## src/rtl/cluster_collector.sv

```systemverilog
// Collects one bunch-crossing window of encoder clusters into pass-indexed slots, emits a frame per strobe.
// Latency: frame outputs and frame_valid_o register on the strobe edge, visible the following cycle.
// Backpressure: none; the consumer must latch the frame while frame_valid_o is high.
module cluster_collector #(
    parameter int MXCLUSTERS = 8,
    parameter int MXPASSB    = 3,
    parameter int MXADRB     = 9,
    parameter int MXCNTB     = 3,
    parameter int MXDROPB    = 16
) (
    input  logic                                       clock,
    input  logic                                       reset,
    input  logic                                       bx_strobe_i,
    input  logic [MXPASSB-1:0]                         pass_i,
    input  logic                                       vpf_i,
    input  logic [MXADRB-1:0]                          adr_i,
    input  logic [MXCNTB-1:0]                          cnt_i,
    output logic [MXCLUSTERS*(1+MXCNTB+MXADRB)-1:0]    clusters_o,
    output logic                                       frame_valid_o,
    output logic [MXPASSB:0]                           nclusters_o,
    output logic                                       overflow_o,
    output logic [MXDROPB-1:0]                         drop_cnt_o
);

    typedef struct packed {
        logic              vpf;
        logic [MXCNTB-1:0] cnt;
        logic [MXADRB-1:0] adr;
    } slot_t;

    localparam slot_t EMPTY_SLOT = '{vpf: 1'b0, cnt: '0, adr: '1};

    slot_t [MXCLUSTERS-1:0] work;
    logic  [MXCLUSTERS-1:0] written;
    logic                   win_ovf;
    logic                   accept;
    logic                   dup;

    function automatic logic [MXPASSB:0] popcount(input logic [MXCLUSTERS-1:0] v);
        logic [MXPASSB:0] n;
        n = '0;
        for (int k = 0; k < MXCLUSTERS; k++)
            n = n + {{MXPASSB{1'b0}}, v[k]};
        return n;
    endfunction

    // A strobe clears the array first, so a coincident input always lands as a fresh write.
    always_comb begin
        accept = vpf_i && (bx_strobe_i || !written[pass_i]);
        dup    = vpf_i && !bx_strobe_i && written[pass_i];
    end

    always_ff @(posedge clock) begin
        if (reset) begin
            work          <= {MXCLUSTERS{EMPTY_SLOT}};
            written       <= '0;
            win_ovf       <= 1'b0;
            clusters_o    <= {MXCLUSTERS{EMPTY_SLOT}};
            frame_valid_o <= 1'b0;
            nclusters_o   <= '0;
            overflow_o    <= 1'b0;
            drop_cnt_o    <= '0;
        end else begin
            frame_valid_o <= bx_strobe_i;
            if (bx_strobe_i) begin
                clusters_o  <= work;
                nclusters_o <= popcount(written);
                overflow_o  <= win_ovf;
                work        <= {MXCLUSTERS{EMPTY_SLOT}};
                written     <= '0;
                win_ovf     <= 1'b0;
            end
            if (accept) begin
                work[pass_i]    <= '{vpf: 1'b1, cnt: cnt_i, adr: adr_i};
                written[pass_i] <= 1'b1;
            end
            if (dup) begin
                win_ovf <= 1'b1;
                if (drop_cnt_o != {MXDROPB{1'b1}})
                    drop_cnt_o <= drop_cnt_o + {{(MXDROPB-1){1'b0}}, 1'b1};
            end
        end
    end

endmodule
```

## config.mk

```make
export PLATFORM = sky130hd
export DESIGN_NAME = cluster_collector
export DESIGN_NICKNAME = d
export VERILOG_FILES = /design/src/rtl/cluster_collector.sv
export SDC_FILE = /design/constraint.sdc
export NUM_CORES = 1
export LEC_CHECK = 0
export ABC_AREA = 1
export CAP_MARGIN = 20
export CORE_MARGIN = 3
export CORE_UTILIZATION = 40
export DETAILED_ROUTE_END_ITERATION = 10
export PLACE_DENSITY = 0.58
export SYNTH_ARGS = -nofsm -noshare
export SYNTH_HDL_FRONTEND = slang
export SYNTH_SLANG_ARGS = --single-unit
```

## constraint.sdc

```tcl
create_clock -name clock -period 6.7 [get_ports clock]
set_input_delay 0.67 -clock clock [delete_from_list [all_inputs] [get_ports clock]]
set_output_delay 0.67 -clock clock [all_outputs]
set_load 0.02 [all_outputs]
```

==> results.py, run 1 <==
metrics = {
    "run_status": {
        "outcome": "complete, no violations",
    },
    "power_and_ir_drop": {
        "powerDensity_nw_per_um2": 275,
        "finalPower_w": 0.00351,
        "leakage_nw": 5.02,
        "ir_drop_v": 0.000153,
    },
    "critical_path": {
        "path_cells": "clkbuf_8 -> buf_4 -> buf_4 -> nor2_1 -> nand2_1 -> o21ai_0 -> nand3_1 -> a21oi_1",
        "cpMostUsedCell": "buf_4",
        "critical_path.max_stage_delay_ps": 880,
        "startpoint_type": "primary input",
        "cp_slowest_cell": "buf_4",
        "worstPathArrival_ps": 3410,
        "cp.required_ps": 7080,
        "r2r_slack_ps": 3790,
        "worstPathMaxFanout": 125,
        "path_class": "in2reg",
        "critPathCaptureType": "flip-flop",
    },
    "timing": {
        "rsz0062_at_grt": "no",
        "maxSlewViolCount": 0,
        "max_slew_margin_pct": 30.4,
        "setup_violations": 0,
        "period_share_pct": 45.1,
        "finalClockSkew_ps": 14.6,
        "final.setup.worst_slack_ps": 3670,
        "final_hold_viol_count": 0,
        "period_minus_slack_ps": 3030,
        "max_freq_mhz": 331,
        "worst_slew_pin_slew_ps": 1040,
        "finalSetupTns_ps": 0,
    },
    "synth": {
        "syn-num-nets": 1480,
        "synth-seq-area-share_pct": 46.0,
        "netlist_instances": 1453,
        "yosys_register_bits": 239,
        "syn-cell-area_um2": 10400,
        "ys_types": 25,
        "ys_warn_count": 0,
        "syn_avg_cell_area_um2": 7.16,
    },
    "routing": {
        "drt-initial-drc-count": 866,
        "first_pass_iters": 5,
        "drc_errors": 0,
        "wl_per_cell_um": 15.9,
        "vias": 10003,
        "ant_nets": 0,
        "wl_um": 29600,
        "vias_per_cell": 5.38,
    },
    "finish": {
        "final_cell_count_no_fill": 1861,
        "n_antenna_cell": 0,
        "multi_input_area_um2": 4840,
        "finalNetCount": 1537,
        "nFillCells": 2540,
        "final_cell_mix": "o21ai_0, nand2_1, nand3_1",
        "regArea_um2": 4780,
        "syn_to_final_growth_pct": 22.7,
        "final_common_cell": "o21ai_0",
        "drive_gt1_share_pct": 4.25,
    },
    "global_routing": {
        "track_usage_pct": 20.4,
        "use_met3_pct": 2.64,
        "met2_usage_pct": 32.9,
        "grt_max_degree": 126,
        "grt.overflow.total": 0,
        "busiest_layer": "met2",
        "grt_pass1_wl_um": 48700,
        "grt_use_met1_pct": 29.3,
        "grt_pass1_vias": 9110,
        "antenna_found_initial": 0,
    },
    "cts": {
        "cts_buffer_depth": 3,
        "cts_hold_buf": 0,
        "path_clk_slew_ps": 60,
        "clock_latency_ps": 540,
        "cts_resized": 0,
        "cts_tree": "built",
        "root_buffer": "clkbuf_16",
        "post_cts.repair.setup_buffers": 0,
        "cts-buffers-inserted": 27,
        "cts.sinks": 239,
        "htreeDepth": 1,
    },
    "floorplanning": {
        "dieHeight_um": 167,
        "dieArea_um2": 28000,
        "die_x_um": 167,
        "num_io_pins": 145,
        "rows": 58,
        "start_util_pct": 41.0,
        "core_area_um2": 25400,
    },
    "placement": {
        "gp_congestion": 0.799,
        "dp_cells": 1810,
        "place_ws_ps": 3180,
        "numPortBuffers": 144,
        "hpwl_um": 17100,
    },
    "worst_hold_path": {
        "hold_path_class": "reg2reg",
    },
    "flow_run": {
        "drv_cap": 0,
    },
}
==> final timing paths <==
path,startpoint,endpoint,depth (start not counted)
worst min-delay path,clusters_o[80],clusters_o[80],2
worst max register to register,written[0],nclusters_o[2],11
worst min register to register,clusters_o[80],clusters_o[80],2
worst max-delay path,bx_strobe_i,work[23],8
==> power breakdown <==
group / leakage, nW / switching [W] / internal [W]
registers: 1.97 / 0.0000485 / 0.00150
logic: 2.58 / 0.000275 / 0.000159
clock network: 0.469 / 0.000594 / 0.000936
==> Yosys cell counts <==
master      n  area, µm²
o21ai_0   278       1390
nand2_1   276       1040
nand3_1   274       1370
dfxtp_1   239       4780
clkbuf_1   96        360
a21oi_1    84        420
inv_1      69        259
nor2_1     68        255
buf_2      21        105
nand3b_1    7       52.6
buf_4       6       45.0
nand4_1     5       31.3
xor2_1      5       43.8
fa_1        4       80.1
ha_1        4       50.1
xnor2_1     4       35.0
o21ai_1     3       15.0
inv_2       2       7.51
nor2_2      2       12.5
buf_1       1       3.75
clkinv_1    1       3.75
nand2_2     1       6.26
nand4_2     1       12.5
o211ai_1    1       7.51
o21ai_4     1       16.3
==> per-stage QoR <==
step,util [%],hold slack [ps],instance area (µm²)
final,50.3,455,12800
after global routing,50.3,475,12800
after CTS,50.2,457,12700
after detailed placement,46.5,441,11800
after global placement,46.5,441,11800
after floorplan,-,435,10400
==> state kept, by name, summed over array words and instances (netlist names) <==
| signal | flops |
|---|---|
| clusters_o | 104 |
| work | 104 |
| drop_cnt_o | 16 |
| written | 8 |
| nclusters_o | 4 |
| frame_valid_o | 1 |
| overflow_o | 1 |
| win_ovf | 1 |
==> layer usage <==
metal	up-vias	part of all wire, %
li1	4998	-
met1	4700	47
met2	260	46
met3	45	4.9
met4	0	2.3
met5	-	0
==> layout make-up <==
type,instances,share of cell area [%]
multi-input cells,1018,37.9
flip-flops and latches,239,37.5
repair buffers,152,11.9
clock buffers,42,6.60
well taps,330,3.23
inverters,72,2.15
clock inverters,8,0.735
==> worst max-delay path, delay by kind of cell <==
kind                   cells  cell delay, ps
buffers and inverters      3            2040
AND/OR/NAND/NOR            3             370
AO/OA/AOI/OAI              2             180
==> cells by family after synthesis <==
family / after synthesis / share of synthesized area [%]
simple gates: 634 / 26.7
compound gates: 367 / 17.8
flops: 239 / 46.0
buf+inv: 196 / 7.54
xor+xnor: 9 / 0.757
fa+ha+maj: 8 / 1.25
Note: power is estimated with default switching activity, not from simulation.
==> run 2: changes to the inputs <==
clock period = 2.9 ns   (was 6.7 ns; I/O delays follow)
==> run 2 against run 1 <==
Compared with the run above:
- sequential share of layout area is 0.34 points lower
- largest cell class unchanged
- critical endpoint is now nclusters_o[1]
- worst hold slack worse by 200 ps
- global-route usage is 0.27 points lower
- largest power group unchanged
- utilization is 0.48 points higher
- cell count is 0.32% higher
==> results.py, run 2 (synthesis gave the netlist of run 1 again) <==
metrics = {
    "run_status": {
        "outcome": "complete, no violations",
    },
    "floorplanning": {
        "dieArea_um2": 28000,
        "start_util_pct": 41.0,
        "num_io_pins": 145,
        "core_area_um2": 25400,
        "die_x_um": 167,
        "dieHeight_um": 167,
        "rows": 58,
    },
    "timing": {
        "period_share_pct": 96.4,
        "setup_violations": 0,
        "whs_ps": 255,
        "max_freq_mhz": 358,
        "final_hold_viol_count": 0,
        "period_minus_slack_ps": 2790,
        "rsz0062_at_grt": "yes",
        "finalClockSkew_ps": 9.28,
        "maxSlewViolCount": 0,
        "finalSetupTns_ps": 0,
        "worst_slew_pin_slew_ps": 911,
        "max_slew_margin_pct": 39.3,
    },
    "critical_path": {
        "path_class": "reg2reg",
        "worstPathMaxFanout": 3,
        "critical_path.max_stage_delay_ps": 530,
        "cp.required_ps": 3270,
        "crit_family": "adder cells",
        "r2r_start": "written[0]",
        "cp_slowest_cell": "fa_1",
        "r2r_cells": 9,
        "startpoint_type": "flip-flop",
        "r2r_end": "nclusters_o[1]",
        "critPathCaptureType": "flip-flop",
        "path_cells": "fa_1 -> inv_1 -> fa_1 -> fa_1 -> inv_1 -> ha_2 -> inv_1 -> fa_2 -> a21oi_1",
        "worstPathArrival_ps": 3170,
        "critPathBufInv": 3,
        "r2r_slack_ps": 110,
    },
    "global_routing": {
        "grt_pass1_vias": 9184,
        "track_usage_pct": 20.2,
        "grt_max_degree": 206,
        "grt.overflow.total": 0,
        "antenna_found_initial": 0,
        "grt_pass1_wl_um": 48100,
    },
    "cts": {
        "cts_buffer_depth": 3,
        "post_cts.repair.setup_buffers": 0,
        "root_buffer": "clkbuf_16",
        "cts_hold_buf": 0,
        "htreeDepth": 1,
        "cts_tree": "built",
        "cts_resized": 0,
        "cts.sinks": 239,
        "clock_latency_ps": 520,
        "path_clk_slew_ps": 60,
        "cts-buffers-inserted": 27,
    },
    "placement": {
        "numPortBuffers": 144,
        "hpwl_um": 17100,
        "gp_congestion": 0.820,
    },
    "finish": {
        "finalNetCount": 1545,
        "drive_gt1_share_pct": 4.94,
        "nFillCells": 2572,
        "n_antenna_cell": 0,
        "utilization_pct": 50.7,
        "final_cell_mix": "o21ai_0, nand2_1, nand3_1",
        "top_regs": "clusters_o: 104 flops, work: 104 flops, drop_cnt_o: 16 flops",
        "multi_input_area_um2": 4850,
        "final_common_cell": "o21ai_0",
        "regArea_um2": 4790,
        "syn_to_final_growth_pct": 23.9,
    },
    "routing": {
        "ant_nets": 0,
        "first_pass_iters": 5,
        "drc_errors": 0,
        "vias_per_cell": 5.38,
        "wl_per_cell_um": 15.8,
        "wl_um": 29500,
        "drt-initial-drc-count": 790,
        "vias": 10037,
    },
    "flow_run": {
        "drv_cap": 0,
    },
    "worst_hold_path": {
        "hold_path_class": "in2reg",
        "min_delay_worst_endpoint": "clusters_o[77]",
        "whs_path_depth": 4,
        "hold_start": "bx_strobe_i",
    },
    "power_and_ir_drop": {
        "powerDensity_nw_per_um2": 634,
        "ir_drop_v": 0.000417,
        "finalPower_w": 0.00817,
        "leakage_nw": 5.07,
    },
}
==> run 2: changes by cell type in the layout (fill, tap and decap cells not counted), moves of 2 or more <==
cell / previous run / this run
buf_4: 8 / 11
bufinv_16: 2 / 4
clkbuf_1: 4 / 2
buf_12: 0 / 6
clkinv_2: 6 / 8
clkbuf_8: 12 / 7
clkinvlp_4: 0 / 2
==> run 2: layout make-up <==
class	count	area share, %
clock buffers	35	5.94
repair buffers	160	12.7
clock inverters	13	1.32
multi-input cells	1018	37.6
well taps	330	3.20
flip-flops and latches	239	37.1
inverters	72	2.13
==> run 2: worst max-delay path by stage <==
stage,from,end,cells past startpoint
after floorplan,written[0],nclusters_o[2],11
after global placement,written[0],nclusters_o[2],11
after CTS,written[0],nclusters_o[2],11
after detailed placement,written[0],nclusters_o[2],11
after global routing,written[0],nclusters_o[2],11
final,written[0],nclusters_o[1],9
==> run 2: metrics by stage <==
step	cell area (µm²)	cells	setup slack, ps
after CTS	12900	1867	26.5
after floorplan	10400	1453	113
after global placement	11900	1819	41.9
final	12900	1867	105
after global routing	12900	1867	-18.7
after detailed placement	11900	1819	23.1
==> run 2: where the power goes <==
group / leakage, nW / internal, W / total (W) / switching (W)
registers: 1.97 / 0.00346 / 0.00357 / 0.000110
logic: 2.64 / 0.000383 / 0.00102 / 0.000641
clock network: 0.462 / 0.00221 / 0.00357 / 0.00137
total: 5.07 / 0.00605 / 0.00817 / 0.00212
==> run 2: metal layers <==
layer	GRT usage [%]	routed length (µm)	vias up
li1	-	-	5014
met1	28.3	13800	4730
met2	33.0	13700	244
met3	2.76	1310	49
met4	5.30	682	0
met5	0	0	-
==> run 2: worst reg2reg max path, stage by stage, from the launching register on <==
cell and delay, ps:
dfxtp_2 330, fa_1 530, inv_1 50, fa_1 490, fa_1 400, inv_1 70, ha_2 160, inv_1 50
fa_2 510, a21oi_1 60
